**src/rtl/stream_demux2_32_pkg.sv**
```systemverilog
// ---------------------------------------------------------------------------
// stream_demux2_32_pkg
// Shared datapath constants for the 32-bit stream steering logic: word width,
// per-channel buffer depth and delivered-word counter width. The 2:1 select
// helper is the same word-select used by the existing 32-bit select logic.
// No ports (package).
// ---------------------------------------------------------------------------
package stream_demux2_32_pkg;

   localparam int WIDTH = 32;   // data word width
   localparam int DEPTH = 2;    // per-channel buffer entries (fixed)
   localparam int CNT_W = 16;   // per-channel delivered-word counter width
   localparam int OCC_W = 2;    // wide enough to hold 0..DEPTH

   localparam logic [OCC_W-1:0] OCC_EMPTY = 2'd0;
   localparam logic [OCC_W-1:0] OCC_ONE   = 2'd1;
   localparam logic [OCC_W-1:0] OCC_FULL  = 2'(DEPTH);

   // Per-cycle FIFO action, encoded as {push, pop}.
   typedef enum logic [1:0] {
      ACT_IDLE = 2'b00,
      ACT_POP  = 2'b01,
      ACT_PUSH = 2'b10,
      ACT_BOTH = 2'b11
   } fifo_act_e;

   // 2:1 word select: sel=0 returns a, sel=1 returns b.
   function automatic logic [WIDTH-1:0] mux2_32(input logic             sel,
                                                input logic [WIDTH-1:0] a,
                                                input logic [WIDTH-1:0] b);
      logic [WIDTH-1:0] y;
      if (sel == 1'b1) begin
         y = b;
      end else begin
         y = a;
      end
      return y;
   endfunction

   // 2:1 bit select, used for picking the ready of the addressed channel.
   function automatic logic mux2_1(input logic sel,
                                   input logic a,
                                   input logic b);
      logic y;
      if (sel == 1'b1) begin
         y = b;
      end else begin
         y = a;
      end
      return y;
   endfunction

endpackage

```
**src/rtl/stream_demux2_32_fifo2_32.sv**
```systemverilog
// ---------------------------------------------------------------------------
// fifo2_32
// One output channel of the demux: a 2-entry first-in first-out buffer built
// as a head/tail register pair, plus a counter of words delivered to the sink.
// The head register drives the output directly, so out_data is registered
// and stays stable while the sink stalls.
// Ports:
//   clk        in   1      rising-edge clock
//   rst        in   1      asynchronous active-high reset
//   push       in   1      write wr_data this cycle (caller guarantees !full)
//   wr_data    in   32     word to buffer
//   full       out  1      buffer holds 2 words (registered)
//   out_data   out  32     head word (registered)
//   out_valid  out  1      head word valid (registered)
//   out_ready  in   1      sink accepts head word
//   cnt        out  16     words delivered, wraps at 0xFFFF
// ---------------------------------------------------------------------------
module fifo2_32
   import stream_demux2_32_pkg::*;
(
   input  logic             clk,
   input  logic             rst,
   input  logic             push,
   input  logic [WIDTH-1:0] wr_data,
   output logic             full,
   output logic [WIDTH-1:0] out_data,
   output logic             out_valid,
   input  logic             out_ready,
   output logic [CNT_W-1:0] cnt
);

   logic [OCC_W-1:0] occ_r;
   logic [WIDTH-1:0] head_r;
   logic [WIDTH-1:0] tail_r;
   logic             valid_r;
   logic             full_r;
   logic [CNT_W-1:0] cnt_r;

   logic             pop_s;
   fifo_act_e        act_s;
   logic [OCC_W-1:0] occ_s;
   logic [WIDTH-1:0] head_s;
   logic [WIDTH-1:0] tail_s;

   // Next-state of occupancy and the head/tail entries for this cycle's action.
   always_comb begin
      pop_s  = valid_r & out_ready;
      act_s  = fifo_act_e'({push, pop_s});
      occ_s  = occ_r;
      head_s = head_r;
      tail_s = tail_r;
      case (act_s)
         ACT_PUSH: begin
            if (occ_r == OCC_EMPTY) begin
               head_s = wr_data;
               occ_s  = OCC_ONE;
            end else if (occ_r == OCC_ONE) begin
               tail_s = wr_data;
               occ_s  = OCC_FULL;
            end else begin
               // Push into a full buffer is never requested; drop it safely.
               occ_s  = occ_r;
            end
         end
         ACT_POP: begin
            if (occ_r == OCC_FULL) begin
               // Second word moves up to become the new head.
               head_s = tail_r;
               occ_s  = OCC_ONE;
            end else if (occ_r == OCC_ONE) begin
               // Head keeps its stale value; out_valid drops instead.
               occ_s  = OCC_EMPTY;
            end else begin
               occ_s  = occ_r;
            end
         end
         ACT_BOTH: begin
            if (occ_r == OCC_ONE) begin
               // Head leaves and the incoming word replaces it directly.
               head_s = wr_data;
            end else begin
               // Only reachable when full: shift tail up, refill tail.
               head_s = tail_r;
               tail_s = wr_data;
            end
            occ_s = occ_r;
         end
         ACT_IDLE: begin
            occ_s = occ_r;
         end
         default: begin
            occ_s = occ_r;
         end
      endcase
   end

   // Buffer state and registered status flags, cleared asynchronously.
   always_ff @(posedge clk or posedge rst) begin
      if (rst) begin
         occ_r   <= OCC_EMPTY;
         head_r  <= 32'h0000_0000;
         tail_r  <= 32'h0000_0000;
         valid_r <= 1'b0;
         full_r  <= 1'b0;
      end else begin
         occ_r   <= occ_s;
         head_r  <= head_s;
         tail_r  <= tail_s;
         valid_r <= (occ_s != OCC_EMPTY);
         full_r  <= (occ_s == OCC_FULL);
      end
   end

   // Delivered-word counter; wraps naturally at its width.
   always_ff @(posedge clk or posedge rst) begin
      if (rst) begin
         cnt_r <= 16'h0000;
      end else if (pop_s) begin
         cnt_r <= cnt_r + 16'h0001;
      end else begin
         cnt_r <= cnt_r;
      end
   end

   assign full      = full_r;
   assign out_data  = head_r;
   assign out_valid = valid_r;
   assign cnt       = cnt_r;

endmodule

```
**src/rtl/stream_demux2_32.sv**
```systemverilog
// ---------------------------------------------------------------------------
// stream_demux2_32
// 1-to-2 stream demultiplexer. Each input word is steered by in_sel into one
// of two independent 2-entry channels; a stalled channel never blocks the
// other. in_ready depends only on registered channel state and in_sel, so
// there is no combinational path from the sinks' ready back to the source.
// Ports:
//   clk         in   1    rising-edge clock
//   rst         in   1    asynchronous active-high reset
//   in_data     in   32   word to steer
//   in_sel      in   1    0 = channel 0, 1 = channel 1
//   in_valid    in   1    in_data/in_sel valid
//   in_ready    out  1    selected channel can accept
//   out0_data   out  32   channel 0 head word
//   out0_valid  out  1    channel 0 head valid
//   out0_ready  in   1    channel 0 sink accepts
//   out1_data   out  32   channel 1 head word
//   out1_valid  out  1    channel 1 head valid
//   out1_ready  in   1    channel 1 sink accepts
//   cnt0        out  16   words delivered on channel 0
//   cnt1        out  16   words delivered on channel 1
// ---------------------------------------------------------------------------
module stream_demux2_32
   import stream_demux2_32_pkg::*;
(
   input  logic             clk,
   input  logic             rst,
   input  logic [WIDTH-1:0] in_data,
   input  logic             in_sel,
   input  logic             in_valid,
   output logic             in_ready,
   output logic [WIDTH-1:0] out0_data,
   output logic             out0_valid,
   input  logic             out0_ready,
   output logic [WIDTH-1:0] out1_data,
   output logic             out1_valid,
   input  logic             out1_ready,
   output logic [CNT_W-1:0] cnt0,
   output logic [CNT_W-1:0] cnt1
);

   logic full0_s;
   logic full1_s;
   logic ready_s;
   logic accept_s;
   logic push0_s;
   logic push1_s;

   // Ready of the addressed channel and steering of the accepted word.
   always_comb begin
      ready_s  = mux2_1(in_sel, ~full0_s, ~full1_s);
      accept_s = in_valid & ready_s;
      if (accept_s) begin
         push0_s = ~in_sel;
         push1_s = in_sel;
      end else begin
         push0_s = 1'b0;
         push1_s = 1'b0;
      end
   end

   assign in_ready = ready_s;

   fifo2_32 u_ch0 (
      .clk       (clk),
      .rst       (rst),
      .push      (push0_s),
      .wr_data   (in_data),
      .full      (full0_s),
      .out_data  (out0_data),
      .out_valid (out0_valid),
      .out_ready (out0_ready),
      .cnt       (cnt0)
   );

   fifo2_32 u_ch1 (
      .clk       (clk),
      .rst       (rst),
      .push      (push1_s),
      .wr_data   (in_data),
      .full      (full1_s),
      .out_data  (out1_data),
      .out_valid (out1_valid),
      .out_ready (out1_ready),
      .cnt       (cnt1)
   );

endmodule

```
**config.mk**
```make
export PLATFORM = sky130hd
export DESIGN_NAME = stream_demux2_32
export DESIGN_NICKNAME = d
export VERILOG_FILES = /design/src/rtl/stream_demux2_32_pkg.sv /design/src/rtl/stream_demux2_32_fifo2_32.sv /design/src/rtl/stream_demux2_32.sv
export SDC_FILE = /design/constraint.sdc
export NUM_CORES = 1
export LEC_CHECK = 0
export CELL_PAD_IN_SITES_DETAIL_PLACEMENT = 1
export CELL_PAD_IN_SITES_GLOBAL_PLACEMENT = 1
export CORE_MARGIN = 2
export CORE_UTILIZATION = 41
export DETAILED_ROUTE_END_ITERATION = 8
export PLACE_DENSITY = 0.86
export SETUP_SLACK_MARGIN = 0.4
export SYNTH_ARGS = -nofsm -noshare
export SYNTH_HDL_FRONTEND = slang
export SYNTH_SLANG_ARGS = --single-unit
```
**constraint.sdc**
```tcl
create_clock -name clk -period 7.5 [get_ports clk]
set_input_delay 1.5 -clock clk [delete_from_list [all_inputs] [get_ports clk]]
set_output_delay 1.5 -clock clk [all_outputs]
set_load 0.02 [all_outputs]
```
==> results.cfg <==
[run_status]
outcome = finished, final reports clean

[worst_setup_path]
cp.required_ps = 7800
crit_path_start_kind = primary input
end_kind = flip-flop
cp_data_arrival_time_ps = 5030
cp.depth = 8
cpPeakStageDelay_ps = 940
path_buf_inv = 3
path_delay_family = buffers and inverters
worstRegToRegCells = 7
crit_slowest_cell = ha_1
worstPathCellList = clkdlybuf4s50_1, buf_4, nand2_1, inv_1, ha_1, xor2_1, nand3_2, mux2_2
worstPathMaxFanout = 32
path_class = in -> reg

[logic_synthesis]
yosys.area.top_type = dfrtp_1
async_flop_share_pct = 100
synth_area_mm2 = 0.00767
synthCells = 692
synth.area.top_cells = dfrtp_1 (55%), mux2_2 (9.5%), a21oi_1 (4.2%)
synth_nets = 746
synth_commonest_cells = dfrtp_1 (168), nor2_1 (72), a21oi_1 (65), mux2_2 (65), nand2_1 (41)
ys_types = 39
synth_top_area_share_pct = 54.8
ys.warnings.count = 0
synth_ff_type = dfrtp_1
synthMostInstantiatedCell = dfrtp_1
syn_area_per_cell_um2 = 11.1
synth_edf_count = 0
seq_area_frac_synth_pct = 54.8
ys_ff_latch = 168

[place]
dpl.hpwl_mm = 13.2
dp_slack_ps = 2300
gp_congestion = 0.832
buffer_ports.inserted = 136

[timing]
rsz0062_at_grt = false
slew_headroom_pct = 16.5
worst_pin_slew_ps = 1250
finalHoldViolCount = 0
drv_slew = 0
fin_setup_tns_ps = 0
min_period_ps = 4740
max_freq_mhz = 211
setup_viol = 0
period_share_pct = 63.2
layout_setup_ws_ps = 2760
skew_ps = 11.7

[pwr]
switchingPower_mw = 1.63
p_sw_share_pct = 37.9
seqPwrFrac_pct = 37.4
clockPowerShare_pct = 21.5
power_frac_comb_pct = 41.1
ir_drop_mv = 0.229
p_int_mw = 2.67
p_leak_nw = 4.08
powerDensity_mw_per_mm2 = 438

[floorplanning]
rows = 50
core_area_mm2 = 0.0185
start_util_pct = 41.4
io_pins = 137
chipHeight_um = 141
dieArea_mm2 = 0.0198
die_w_um = 141

[clocking]
cts_setup_buffers = 0
cts_buffers = 17
clk_latency_ps = 420
cts_resized = 0
postCtsHoldBufs = 0
clk_pin_slew_ps = 70
cts_tree = built
clockBufferDepth = 2
cts_sinks = 168
htreeDepth = 4
cts_root_buf = clkbuf_16

[drt]
drc_errors = 0
drtIter0Drc = 409
ant_nets = 0
num_vias = 5893
avgRoutedWirePerCell_um = 19.0
routed_wl_mm = 20.1
avgViaCountPerCell = 5.58
first_pass_iters = 7

[final_layout]
insertedDiodeCount = 0
multi_input_area_mm2 = 0.00320
fillCellCount = 1970
drive_above_1_share_pct = 14.2
nNetsFinal = 864
syn2layout_area_growth_pct = 28.0
ff_latch_area_mm2 = 0.00420

[global_routing]
grt_pass1_wl_mm = 32.8
grt_pass1_vias = 6177
antenna_found_initial = 0
grt.overflow.total = 0
grtUsageTotal_pct = 20.8
grt_max_degree = 112

[run]
maxCapViolCount = 0

[hold_path]
hold_class = reg -> reg
holdPathStages = 1
[routing by layer]
metal  track usage [%]  share of wire [%]
met5                 0                  0
met3              4.42                3.7
met1              27.6                 45
met2              35.3                 50
met4              4.47               0.99
[power by group through the flow]
stage	logic (mW)	registers [mW]	clock network [mW]
global route	1.93	1.66	0.986
detailed placement	1.77	1.61	0
CTS	1.79	1.61	0.946
global placement	1.71	1.59	0
floorplan	0.838	1.80	0
finish	1.77	1.61	0.925
[flip-flops by register name, summed over array words and instances (netlist names)]
name and flops:
u_ch1.out_valid 1, u_ch1.tail_r 32, u_ch0.occ_r 2, u_ch1.occ_r 2, u_ch1.full 1, u_ch1.cnt 16
u_ch0.cnt 16, u_ch0.out_valid 1, u_ch0.out_data 32, u_ch0.tail_r 32, u_ch1.out_data 32, u_ch0.full 1
[cells by family (layout without fill, tap and decap cells)]
logic type / Yosys count / in the layout / synth area share [%]
AND/OR/NAND/NOR: 180 / 180 / 10.8
flip-flops: 168 / 168 / 54.8
AO/OA/AOI/OAI: 169 / 169 / 14.6
multiplexers: 68 / 68 / 9.96
XOR/XNOR: 31 / 31 / 3.54
adder cells (fa/ha/maj): 16 / 16 / 2.61
buffers and inverters: 60 / 191 / 3.61
[per-stage QoR]
| step | cells | area, um^2 | util, % | hold WS [ps] | power, mW |
|---|---|---|---|---|---|
| after floorplan | 692 | 7670 | - | 459 | 2.64 |
| after global placement | 1025 | 9180 | 49.6 | 461 | 3.30 |
| after detailed placement | 1025 | 9180 | 49.6 | 470 | 3.39 |
| after CTS | 1057 | 9810 | 53.0 | 479 | 4.34 |
| after global routing | 1057 | 9810 | 53.0 | 499 | 4.58 |
| final | 1057 | 9810 | 53.0 | 471 | 4.30 |
[layout by cell type (no fill, tap or decap), types with 4 or more instances in the layout]
cell type / netlist / final
a21oi_1: 65 / 65
a222oi_1: 26 / 26
a22oi_1: 39 / 39
and3_1: 4 / 4
buf_4: 0 / 8
clkbuf_16: 0 / 17
clkdlybuf4s50_1: 0 / 136
clkinv_4: 0 / 6
dfrtp_1: 168 / 168
ha_1: 16 / 15
inv_1: 14 / 13
inv_6: 0 / 6
mux2_2: 65 / 65
nand2_1: 41 / 41
nand3_1: 38 / 37
nand4_1: 10 / 10
nor2_1: 72 / 72
o21ai_0: 31 / 31
xnor2_1: 22 / 22
xor2_1: 9 / 9
[final cells by class]
class / instances / share of cell area (%)
flip-flops and latches: 168 / 42.9
well taps: 234 / 2.98
repair buffers: 144 / 14.5
multi-input cells: 464 / 32.7
inverters: 15 / 0.625
clock buffers: 18 / 4.48
clock inverters: 14 / 1.90
[path summary, 6_finish.rpt]
kind                                  from  slack, ps          endpoint
setup / recovery                out1_ready       2760   u_ch1.tail_r[2]
hold / removal               u_ch1.cnt[15]        470     u_ch1.cnt[15]
setup reg to reg           u_ch1.out_valid       3980   u_ch1.tail_r[2]
hold reg to reg              u_ch1.cnt[15]        470     u_ch1.cnt[15]
max in group asynchronous              rst       4480  u_ch0.tail_r[23]
min in group asynchronous              rst       1710   u_ch0.tail_r[4]
(Power assumes the default switching activity.)
